**config.mk**
```make
export PLATFORM = sky130hd
export DESIGN_NAME = video_scanout
export DESIGN_NICKNAME = d
export VERILOG_FILES = /design/src/rtl/video_scanout.sv
export SDC_FILE = /design/constraint.sdc
export NUM_CORES = 1
export LEC_CHECK = 0
export CAP_MARGIN = 20
export CELL_PAD_IN_SITES_DETAIL_PLACEMENT = 1
export CELL_PAD_IN_SITES_GLOBAL_PLACEMENT = 2
export CORE_ASPECT_RATIO = 1.25
export CORE_MARGIN = 4
export CORE_UTILIZATION = 30
export DETAILED_ROUTE_END_ITERATION = 8
export MAX_ROUTING_LAYER = met4
export PLACE_DENSITY_LB_ADDON = 0.1
export RECOVER_POWER = 25
export SKIP_CTS_REPAIR_TIMING = 1
export SYNTH_ARGS = -nofsm -noshare
export SYNTH_HDL_FRONTEND = slang
export SYNTH_SLANG_ARGS = --single-unit
```
**constraint.sdc**
```tcl
create_clock -name clk_w -period 2.2 [get_ports clk_w]
set_input_delay 0.55 -clock clk_w [delete_from_list [all_inputs] [get_ports clk_w]]
set_output_delay 0.55 -clock clk_w [all_outputs]
set_load 0.01 [all_outputs]
```
**src/rtl/video_scanout.sv**
```systemverilog
// Raster scanout: free-running sync timing, FIFO-fed active pixels, DMA start and underflow count.
// Optional colour-bar generator enabled by defining VIDEO_SCANOUT_TEST_PATTERN_EN (adds input test_en).
module video_scanout #(
    parameter int H_ACTIVE = 1024,
    parameter int H_FP     = 24,
    parameter int H_SYNC   = 136,
    parameter int H_BP     = 160,
    parameter int V_ACTIVE = 768,
    parameter int V_FP     = 3,
    parameter int V_SYNC   = 6,
    parameter int V_BP     = 29,
    parameter int PREFILL  = 1024,
    parameter bit SYNC_POL = 1'b0
) (
    input  logic        clk_w,
    input  logic        rst_n,
    input  logic        enable,
`ifdef VIDEO_SCANOUT_TEST_PATTERN_EN
    input  logic        test_en,
`endif
    output logic        dma_start,
    output logic        fifo_rdreq,
    input  logic [23:0] fifo_q,
    input  logic        fifo_empty,
    input  logic [11:0] fifo_usedw,
    output logic [23:0] vid_rgb,
    output logic        vid_hs,
    output logic        vid_vs,
    output logic        vid_de,
    output logic        frame_start,
    output logic        running,
    output logic [15:0] underflow_cnt
);

    // state   | meaning
    // IDLE    | scanout off, DMA held idle, raster still timing
    // PREFILL | DMA running, black output, waiting for fill level at frame end
    // RUN     | one FIFO pop per active pixel, underflows counted

    localparam int H_TOTAL = H_ACTIVE + H_FP + H_SYNC + H_BP;
    localparam int V_TOTAL = V_ACTIVE + V_FP + V_SYNC + V_BP;
    localparam int HW = $clog2(H_TOTAL);
    localparam int VW = $clog2(V_TOTAL);

    localparam logic [HW-1:0] H_LAST = HW'(H_TOTAL - 1);
    localparam logic [HW-1:0] H_ACT  = HW'(H_ACTIVE);
    localparam logic [HW-1:0] H_SS   = HW'(H_ACTIVE + H_FP);
    localparam logic [HW-1:0] H_SE   = HW'(H_ACTIVE + H_FP + H_SYNC);
    localparam logic [VW-1:0] V_LAST = VW'(V_TOTAL - 1);
    localparam logic [VW-1:0] V_ACT  = VW'(V_ACTIVE);
    localparam logic [VW-1:0] V_SS   = VW'(V_ACTIVE + V_FP);
    localparam logic [VW-1:0] V_SE   = VW'(V_ACTIVE + V_FP + V_SYNC);
    localparam logic [11:0]   PF_LVL = 12'(PREFILL);

    typedef enum logic [1:0] {S_IDLE, S_PREFILL, S_RUN} state_t;

    state_t          state_q, state_d;
    logic [HW-1:0]   h_q, h_d;
    logic [VW-1:0]   v_q, v_d;
    logic [15:0]     uf_q, uf_d;
    logic            uf_clr;

    logic            act1_q, hs1_q, vs1_q, pop1_q, first1_q;
    logic            de2_q, hs2_q, vs2_q, fs2_q;
    logic [23:0]     rgb2_q, rgb_d;

    logic            act_c, hs_c, vs_c, frame_end_c, tp_c;

`ifdef VIDEO_SCANOUT_TEST_PATTERN_EN
    logic            tp1_q;
    logic [23:0]     bar1_q, bar_c;

    always_comb begin
        case (3'(h_q >> 7))
            3'd0:    bar_c = 24'hFFFFFF;
            3'd1:    bar_c = 24'hFFFF00;
            3'd2:    bar_c = 24'h00FFFF;
            3'd3:    bar_c = 24'h00FF00;
            3'd4:    bar_c = 24'hFF00FF;
            3'd5:    bar_c = 24'hFF0000;
            3'd6:    bar_c = 24'h0000FF;
            default: bar_c = 24'h000000;
        endcase
    end

    assign tp_c = test_en;
`else
    assign tp_c = 1'b0;
`endif

    assign act_c       = (h_q < H_ACT) && (v_q < V_ACT);
    assign hs_c        = (h_q >= H_SS) && (h_q < H_SE);
    assign vs_c        = (v_q >= V_SS) && (v_q < V_SE);
    assign frame_end_c = (h_q == H_LAST) && (v_q == V_LAST);

    always_comb begin
        h_d = h_q + HW'(1);
        v_d = v_q;
        if (h_q == H_LAST) begin
            h_d = '0;
            v_d = (v_q == V_LAST) ? '0 : v_q + VW'(1);
        end
    end

    always_comb begin
        state_d    = state_q;
        dma_start  = 1'b0;
        fifo_rdreq = 1'b0;
        uf_clr     = 1'b0;
        case (state_q)
            S_IDLE: begin
                if (enable) begin
                    state_d = S_PREFILL;
                    uf_clr  = 1'b1;
                end
            end
            S_PREFILL: begin
                dma_start = 1'b1;
                if (frame_end_c && (fifo_usedw >= PF_LVL))
                    state_d = S_RUN;
            end
            S_RUN: begin
                dma_start  = 1'b1;
                fifo_rdreq = act_c && !fifo_empty && !tp_c;
            end
            default: state_d = S_IDLE;
        endcase
        // enable low wins over every other transition and cuts requests this clock
        if (!enable) begin
            state_d    = S_IDLE;
            dma_start  = 1'b0;
            fifo_rdreq = 1'b0;
        end
    end

    always_comb begin
        uf_d = uf_q;
        if (uf_clr)
            uf_d = '0;
        else if (enable && (state_q == S_RUN) && act_c && fifo_empty && !tp_c
                 && (uf_q != 16'hFFFF))
            uf_d = uf_q + 16'd1;
    end

    always_comb begin
        rgb_d = pop1_q ? fifo_q : 24'h000000;
`ifdef VIDEO_SCANOUT_TEST_PATTERN_EN
        if (tp1_q)
            rgb_d = act1_q ? bar1_q : 24'h000000;
`endif
    end

    always_ff @(posedge clk_w or negedge rst_n) begin
        if (!rst_n) begin
            state_q  <= S_IDLE;
            h_q      <= '0;
            v_q      <= '0;
            uf_q     <= '0;
            act1_q   <= 1'b0;
            hs1_q    <= 1'b0;
            vs1_q    <= 1'b0;
            pop1_q   <= 1'b0;
            first1_q <= 1'b0;
            de2_q    <= 1'b0;
            hs2_q    <= ~SYNC_POL;
            vs2_q    <= ~SYNC_POL;
            fs2_q    <= 1'b0;
            rgb2_q   <= '0;
        end else begin
            state_q  <= state_d;
            h_q      <= h_d;
            v_q      <= v_d;
            uf_q     <= uf_d;
            act1_q   <= act_c;
            hs1_q    <= hs_c;
            vs1_q    <= vs_c;
            pop1_q   <= fifo_rdreq;
            first1_q <= (h_q == '0) && (v_q == '0) && (state_q == S_RUN);
            de2_q    <= act1_q;
            hs2_q    <= hs1_q ? SYNC_POL : ~SYNC_POL;
            vs2_q    <= vs1_q ? SYNC_POL : ~SYNC_POL;
            fs2_q    <= first1_q;
            rgb2_q   <= rgb_d;
        end
    end

`ifdef VIDEO_SCANOUT_TEST_PATTERN_EN
    always_ff @(posedge clk_w or negedge rst_n) begin
        if (!rst_n) begin
            tp1_q  <= 1'b0;
            bar1_q <= '0;
        end else begin
            tp1_q  <= tp_c;
            bar1_q <= bar_c;
        end
    end
`endif

    assign vid_rgb       = rgb2_q;
    assign vid_hs        = hs2_q;
    assign vid_vs        = vs2_q;
    assign vid_de        = de2_q;
    assign frame_start   = fs2_q;
    assign running       = (state_q == S_RUN);
    assign underflow_cnt = uf_q;

endmodule

```
* Word level (Yosys, flattened, before mapping) *
Cells that the tools add are included.

word-level totals
  register bits after elaboration = 72
  latch bits = 0
  bits in writable memories = 0
  ROM bits = 0
  bits of input ports = 40
  output and inout bits = 47
  word-level logic and storage cells = 66
  memories kept = 0

cells by class
  add/sub/neg operators = 3
  $mul = 0
  div/mod/pow operators = 0
  order comparisons = 7
  eq/ne operators = 7
  shift-type cells = 0
  muxes and demuxes = 16
  bitwise gates (word level) = 0
  reduce and logical (&&, ||, !) cells = 19

operators by type and width
  kind                     count
  $mux W16                 2
  $mux W24                 1
  $lt A11 B11 Y1 const B   2
  $lt A10 B10 Y1 const B   2
  $add A16 B1 Y16 const B  1
  $ne A16 B16 Y1 const B   1
  $ge A12 B11 Y1 const B   1
  $logic_and A1 B1 Y1      12
  $add A11 B1 Y11 const B  1
  $eq A11 B11 Y1 const B   1
  $ge A11 B11 Y1 const B   1
  $logic_not A11 Y1        1
  $mux W11                 1
  $add A10 B1 Y10 const B  1
  $eq A10 B10 Y1 const B   1
  $ge A10 B10 Y1 const B   1
  $logic_not A10 Y1        1
  $mux W10                 1
  $mux W1                  8
  $pmux W2 S3              1
  $mux W2                  2
  $ne A3 B3 Y1 const B     1
  $eq A2 B1 Y1 const B     1
  $eq A2 B2 Y1 const B     1
  other kinds (6)          6

* Longest topological paths before layout *
Gate-level depths: netlist of the first run.

  depth after elaboration = 7
  mapped depth = 7
  gate-level depth less buffers = 6

* Worst setup path after synthesis of the first run *
No wires, ideal clock.

  path type = flip-flop to flip-flop
  start = register state_q[0]
  end = register uf_q[14] (netlist: underflow_cnt[14])
  library setup time = 0.078 ns
  arrival = 1.908 ns
  required time = 2.122 ns
  path slack = 0.214 ns
  cell stages (with the launch flop) = 8
  buffers on the path = 1
  period minus slack after synthesis = 1.986 ns
  cells stage by stage = dfrtp_1 > inv_1 > ha_1 > nor2b_1 > nand4_1 > clkbuf_1 > or4_1 > a21oi_1

between the ends
  cells in the longest elaborated chain, start to end = 6

ends and longest elaborated chain
  item                              RTL line  RTL
  start: declaration                57        state_t state_q, state_d;
  start signal: assignment          170       state_q <= state_d;
  $eq A2 B2 Y1                      n/a
  named net running                 31        output logic running,
  $logic_and A1 B1 Y1 (3 in a row)  140       else if (enable && (state_q == S_RUN) && act_c && fifo_empty && !tp_c
  $logic_and A1 B1 Y1               141       && (uf_q != 16'hFFFF))
  $reduce_bool A2 Y1 (no line)      n/a
  end signal: assignment            173       uf_q <= uf_d;
  end: declaration                  60        logic [15:0] uf_q, uf_d;

The timed path passes the listed nets, and every way through them passes these cells.
A chain may end at the register's enable or synchronous reset.

* Worst setup path in the final report of the first run *
  start = input port enable
  end = output port fifo_rdreq

between the ends
  cells in the longest elaborated chain, start to end = 1

ends and longest elaborated chain
  item                RTL line  RTL
  start: declaration  17        input logic enable,
  $mux W1             129       if (!enable) begin
  end: declaration    22        output logic fifo_rdreq,

No other way between the ends.

==> impl_metrics.json, run 1 <==
{
  "die_w_um": 102.3,
  "vias_per_cell": 4.978,
  "ys_ff_latch": 72,
  "power_frac_seq_pct": 41.6,
  "violations": "max-capacitance violations, max-slew violations, negative setup slack",
  "floorplan.die_area_sq_um": 12880,
  "synth_top_area_share_pct": 52.49,
  "dieHeight_um": 125.9,
  "arrival_ns": 1.65,
  "tightest_slew_ns": 1.647,
  "clock_sinks": 72,
  "skew_ns": 0.003981,
  "worst_setup_path_start_kind": "input pin",
  "whs_path_depth": 0,
  "crit_fanout": 4,
  "path_clk_slew_ns": 0.05,
  "dp_hpwl_um": 6565,
  "yosysTopAreaCell": "dfrtp_1",
  "firstDrtPassIters": 4,
  "syn_area_sq_um": 3337,
  "grt_pass1_wl_um": 15620,
  "ctsHtreeMaxLevel": 3,
  "p_leak_nw": 2.011,
  "fin_crit_sh_pct": 100.1,
  "clk_latency_ns": 0.33,
  "worst_ir_drop_vdd_mv": 0.3386,
  "dr_total_vias": 2748,
  "wirelength_um": 9093,
  "dp_slack_ns": -0.5631,
  "fillerInstances": 1170,
  "cts_made_buffers": 9,
  "finalSetupViolCount": 1,
  "ios": 87,
  "cts_buffer_depth": 2,
  "synth_edf_count": 0,
  "placed_area_sq_um": 4393,
  "cp.required_ns": 1.65,
  "cts_tree": "done",
  "final_area_sq_um": 4702,
  "async_reset_ff_share_pct": 100.0,
  "grt_usage_pct": 15.87,
  "finalCriticalPeriod_ns": 2.202,
  "antenna_found_initial": 0,
  "start_util_pct": 31.13,
  "multi_input_area_sq_um": 1440,
  "synth.most_common_cell": "dfrtp_1",
  "reg2reg_depth": 8,
  "ys_top_cells_by_count": "70 x dfrtp_1, 30 x and2_1, 24 x nand2_1, 19 x a21oi_1, 18 x nand3_1",
  "internal_power_mw": 2.554,
  "fmax_ghz": 0.4542,
  "avgSynthCellArea_sq_um": 10.53,
  "antenna_cells_inserted": 0,
  "power_frac_clock_pct": 45.3,
  "seq_area_frac_synth_pct": 54.07,
  "maxCapViolCount": 1,
  "min_from": "act1_q",
  "antenna_left": 0,
  "status": "finished, violations left",
  "yosysWarnings": 0,
  "endpoint_kind": "primary output",
  "layout-drive-gt1-share_pct": 12.38,
  "port_buffers": 76,
  "ys.flop_type": "dfrtp_1",
  "coreArea_sq_um": 10720,
  "timing.rr.start": "state_q[0]",
  "syn_nets": 368,
  "slew_violations": 73,
  "drc_errors": 0,
  "synth.distinct_cells": 45,
  "post_drt_wl_per_cell_um": 16.47,
  "r2r-end": "underflow_cnt[7]",
  "grt_max_degree": 73,
  "slew_headroom_pct": -9.773,
  "grt-ovfl-total": 0,
  "finalHoldViolCount": 0,
  "nets": 466,
  "rrSetupSlack_ns": 0.26,
  "critPathKind": "in2out",
  "p_comb_share_pct": 13.1,
  "place_congestion": 0.7516,
  "hold_class": "reg2reg",
  "power.switching_mw": 0.7757,
  "syn2layout_area_growth_pct": 40.91,
  "p_sw_share_pct": 23.29,
  "power.density_nw_per_um2": 708.3,
  "seqCellArea_sq_um": 1804,
  "grt_pass1_vias": 2982,
  "drt-initial-drc-count": 62,
  "ys_top_cells_by_area": "dfrtp_1 52%, and2_1 5.6%, ha_1 4.1%",
  "hold_end": "vid_de",
  "netlist_instances": 317,
  "clockRootBuffer": "clkbuf_16",
  "fin_hold_ws_ns": 0.3456,
  "rsz0062_at_grt": "true",
  "fp-row-count": 42,
  "setup_slack_ns": -0.001773
}
==> metal layers <==
metal	GRT usage [%]	share of wire [%]
met1	19.27	42
met2	26.18	53
met3	3.485	3.3
met5	-	0
met4	4.865	1.2
==> layout by cell type (no fill, tap or decap), drive strengths merged, types with 3 or more instances in the layout <==
| cell | synthesis | layout |
|---|---|---|
| clkdlybuf4s50 | 0 | 72 |
| dfrtp | 70 | 70 |
| and2 | 30 | 30 |
| buf | 3 | 25 |
| nand2 | 24 | 24 |
| a21oi | 19 | 19 |
| nand3 | 18 | 18 |
| nand4 | 16 | 16 |
| clkbuf | 10 | 14 |
| inv | 13 | 13 |
| nor4 | 11 | 11 |
| ha | 11 | 11 |
| nor2 | 10 | 10 |
| o21ai | 10 | 10 |
| or4 | 8 | 8 |
| xnor2 | 7 | 7 |
| mux2i | 7 | 7 |
| o31ai | 6 | 6 |
| and3 | 6 | 6 |
| or3 | 6 | 6 |
| and4 | 4 | 4 |
| nand2b | 4 | 4 |
| xor2 | 3 | 3 |
| nor3 | 3 | 3 |
==> per-stage QoR <==
stage,TNS (ns),std cells,total power [mW],utilization (%)
final,-0.001773,552,3.330,43.86
after global routing,-0.08382,552,3.506,43.86
after CTS,-0.7939,552,3.395,43.87
after detailed placement,-2.739,536,1.856,40.98
after global placement,-2.451,536,1.849,40.98
after floorplan,0,317,1.590,-
==> cell families after synthesis <==
kind of cell / after synthesis / synth area share (%)
AOI/OAI and AO/OA: 48 / 9.224
xor gates and xnor gates: 10 / 2.625
adders and majority gates: 11 / 4.124
buffers and inverters: 26 / 3.187
DFF: 72 / 54.07
muxes: 7 / 2.100
and+or+nand+nor: 143 / 24.67
==> sequential cells by signal, summed over array words and instances, names as in the netlist <==
| signal | cells |
|---|---|
| h_q | 11 |
| state_q | 2 |
| vs1_q | 1 |
| frame_start | 1 |
| vid_de | 1 |
| vid_hs | 1 |
| vid_rgb | 24 |
| pop1_q | 1 |
| first1_q | 1 |
| hs1_q | 1 |
| underflow_cnt | 16 |
| act1_q | 1 |
| v_q | 10 |
| vid_vs | 1 |
==> worst max-delay path by stage <==
| stage | startpoint | end | slack (ns) | cells past startpoint |
|---|---|---|---|---|
| floorplan | state_q[0] | underflow_cnt[14] | 0.21 | 7 |
| global placement | enable | fifo_rdreq | -0.56 | 5 |
| detailed placement | enable | fifo_rdreq | -0.56 | 5 |
| CTS | enable | fifo_rdreq | -0.56 | 5 |
| global route | enable | fifo_rdreq | -0.08 | 5 |
| finish | enable | fifo_rdreq | -0.002 | 5 |
==> critical path, cell delays in order <==
cell,delay [ns]
clkdlybuf4s50_1,0.51
a21boi_4,0.22
nand2_1,0.10
nor2_2,0.12
clkbuf_2,0.15
==> layout make-up <==
type / count / area share [%]
Sequential cell: 72 / 38.37
Multi-Input combinational cell: 219 / 30.63
Timing Repair Buffer: 100 / 19.85
Clock buffer: 13 / 5.748
Tap cell: 132 / 3.512
Inverter: 13 / 1.038
Clock inverter: 3 / 0.8515
==> power groups by stage <==
stage	sequential, mW	clock, mW	combinational (mW)
5_1_grt	1.39	1.63	0.485
3_3_place_gp	1.41	0	0.441
3_5_place_dp	1.41	0	0.446
4_1_cts	1.39	1.55	0.455
2_1_floorplan	1.41	0	0.177
6_report	1.39	1.51	0.435
No activity file was read; power rests on OpenSTA's default activity.
==> run 2, diff against run 1 <==
--- a/config.mk
+++ b/config.mk
@@ -13,7 +13,7 @@
 export CORE_UTILIZATION = 30
 export DETAILED_ROUTE_END_ITERATION = 8
 export MAX_ROUTING_LAYER = met4
-export PLACE_DENSITY_LB_ADDON = 0.1
+export PLACE_DENSITY = 0.85
 export RECOVER_POWER = 25
 export SKIP_CTS_REPAIR_TIMING = 1
 export SYNTH_ARGS = -nofsm -noshare
==> constraint.sdc (replaced) <==
create_clock -name clk_w -period 2.2 [get_ports clk_w]
set_input_delay 0.55 -clock clk_w [delete_from_list [all_inputs] [get_ports clk_w]]
set_output_delay 0.55 -clock clk_w [all_outputs]
set_load 0.1 [all_outputs]
==> run 2 against run 1 <==
  * Power is 11% higher
  * Via count is 0.84% higher
  * Hold slack worse by 0.058 ns
  * Fmax is 4.8% higher
  * First-iteration DRC count grew 24%
  * Flip-flop and latch count unchanged
  * The flow now finishes without violations
  * Cell area down 0.37%
  * Setup slack better by 0.10 ns
  * Combinational power increased by 66%
  * Final cell count down 0.91%
==> impl_metrics.json, run 2 (same netlist as run 1, synthesis figures left out) <==
{
  "tightest_slew_ns": 0.5231,
  "critPathKind": "reg2out",
  "vias_per_cell": 5.066,
  "syn2layout_area_growth_pct": 40.38,
  "p_comb_share_pct": 19.6,
  "cts_made_buffers": 9,
  "fillerInstances": 1180,
  "grt_pass1_vias": 2977,
  "start_util_pct": 31.13,
  "drc_errors": 0,
  "cts_buffer_depth": 2,
  "post_drt_wl_per_cell_um": 16.13,
  "clk_latency_ns": 0.34,
  "seqCellArea_sq_um": 1821,
  "power_frac_seq_pct": 37.6,
  "fp-row-count": 42,
  "dr_total_vias": 2771,
  "worst_setup_path_start_kind": "flop",
  "die_w_um": 102.3,
  "hold_class": "in2async",
  "nets": 461,
  "grt_max_degree": 73,
  "clockRootBuffer": "clkbuf_16",
  "coreArea_sq_um": 10720,
  "clock_sinks": 72,
  "grt_pass1_wl_um": 15100,
  "worst_path_max_delay_cell": "dfrtp_1",
  "slew_headroom_pct": 65.13,
  "finalSetupViolCount": 0,
  "wirelength_um": 8823,
  "cts_tree": "done",
  "fin_crit_sh_pct": 95.48,
  "placed_area_sq_um": 4322,
  "drt-initial-drc-count": 77,
  "finalCriticalPeriod_ns": 2.101,
  "antenna_found_initial": 0,
  "status": "finished, final reports clean",
  "totalPowerFinal_mw": 3.692,
  "final_util_pct": 43.70,
  "multi_input_area_sq_um": 1460,
  "internal_power_mw": 2.635,
  "layout-drive-gt1-share_pct": 26.27,
  "final_common_cell": "buf_4",
  "firstDrtPassIters": 4,
  "fin_hold_ws_ns": 0.2878,
  "maxCapViolCount": 0,
  "crit_chain": "inv_2, ha_4, nor2b_4, nand2_2, nor2_4, buf_12",
  "grt-ovfl-total": 0,
  "ios": 87,
  "p_sw_share_pct": 28.64,
  "fin_setup_tns_ns": 0,
  "power.switching_mw": 1.057,
  "finalHoldViolCount": 0,
  "power.density_nw_per_um2": 788.1,
  "floorplan.die_area_sq_um": 12880,
  "max_stage_delay_ns": 0.40,
  "antenna_cells_inserted": 0,
  "antenna_left": 0,
  "dieHeight_um": 125.9,
  "path_clk_slew_ns": 0.06,
  "p_leak_nw": 2.055,
  "final_cell_mix": "59 x buf_4, 57 x dfrtp_1, 30 x and2_1, 27 x clkdlybuf4s50_1, 23 x nand2_1",
  "ctsHtreeMaxLevel": 3,
  "port_buffers": 76,
  "place_congestion": 0.7196,
  "crit_fanout": 4,
  "cp.required_ns": 1.65,
  "slew_violations": 0,
  "worst_ir_drop_vdd_mv": 0.4180,
  "skew_ns": 0.008583,
  "rsz0062_at_grt": "false",
  "largest_register_ff_count": 24,
  "dp_hpwl_um": 6256,
  "arrival_ns": 1.55,
  "grt_usage_pct": 15.26,
  "final_area_sq_um": 4684,
  "endpoint_kind": "primary output",
  "fmax_ghz": 0.4761,
  "power_frac_clock_pct": 42.8
}
==> run 2: cell types whose count changed in the layout (fill, tap and decap cells not counted), sizes merged <==
cell           before  now
buf                25   66
bufinv              1    2
clkbuf             14   11
clkdlybuf4s50      72   27
dlymetal6s2s        2    1
inv                13   15
==> run 2: critical path, delay by kind of cell (launching register included) <==
family | cells | cell delay (ns)
adder cells (fa/ha/maj) | 1 | 0.15
buffers and inverters | 2 | 0.28
flip-flops | 1 | 0.40
AND/OR/NAND/NOR | 3 | 0.38
==> run 2: cell type report <==
cell class,count,share of cell area (%)
sequential,72,38.86
multi-input combinational,219,31.17
timing repair buffer,95,18.56
clock buffer,10,4.888
tap,132,3.526
clock inverter,6,1.950
inverter,13,1.042
==> run 2: through the flow <==
| step | worst slack [ns] | instances |
|---|---|---|
| floorplan | -0.0004736 | 317 |
| global placement | -0.1594 | 526 |
| detailed placement | -0.2575 | 526 |
| CTS | -0.1288 | 542 |
| global route | 0.01973 | 547 |
| finish | 0.09943 | 547 |
==> run 2: worst paths after layout <==
check	from	to	slack [ns]	cells past startpoint
setup / recovery	state_q[0]	fifo_rdreq	0.1	6
hold reg to reg	act1_q	vid_de	0.35	0
max in group asynchronous	rst_n	vid_vs	1.55	2
min in group clk_w	act1_q	vid_de	0.35	0
hold / removal	rst_n	vid_rgb[15]	0.29	2
setup reg to reg	state_q[0]	underflow_cnt[7]	0.21	8
==> run 2: metal layers <==
metal | global-route usage, % | up-vias | share of wire, %
met5 | - | - | 0
met4 | 5.019 | 0 | 1.7
met3 | 3.872 | 10 | 4.1
met2 | 25.37 | 47 | 53
met1 | 17.86 | 1400 | 42
li1 | - | 1314 | -
==> run 2: power groups by stage <==
stage          clock network [mW]  logic [mW]  registers [mW]
3_3_place_gp                    0       0.681            1.42
2_1_floorplan                   0       0.292            1.55
6_report                     1.58       0.724            1.39
4_1_cts                      1.62       0.703            1.39
5_1_grt                      1.68       0.777            1.39
3_5_place_dp                    0       0.697            1.42
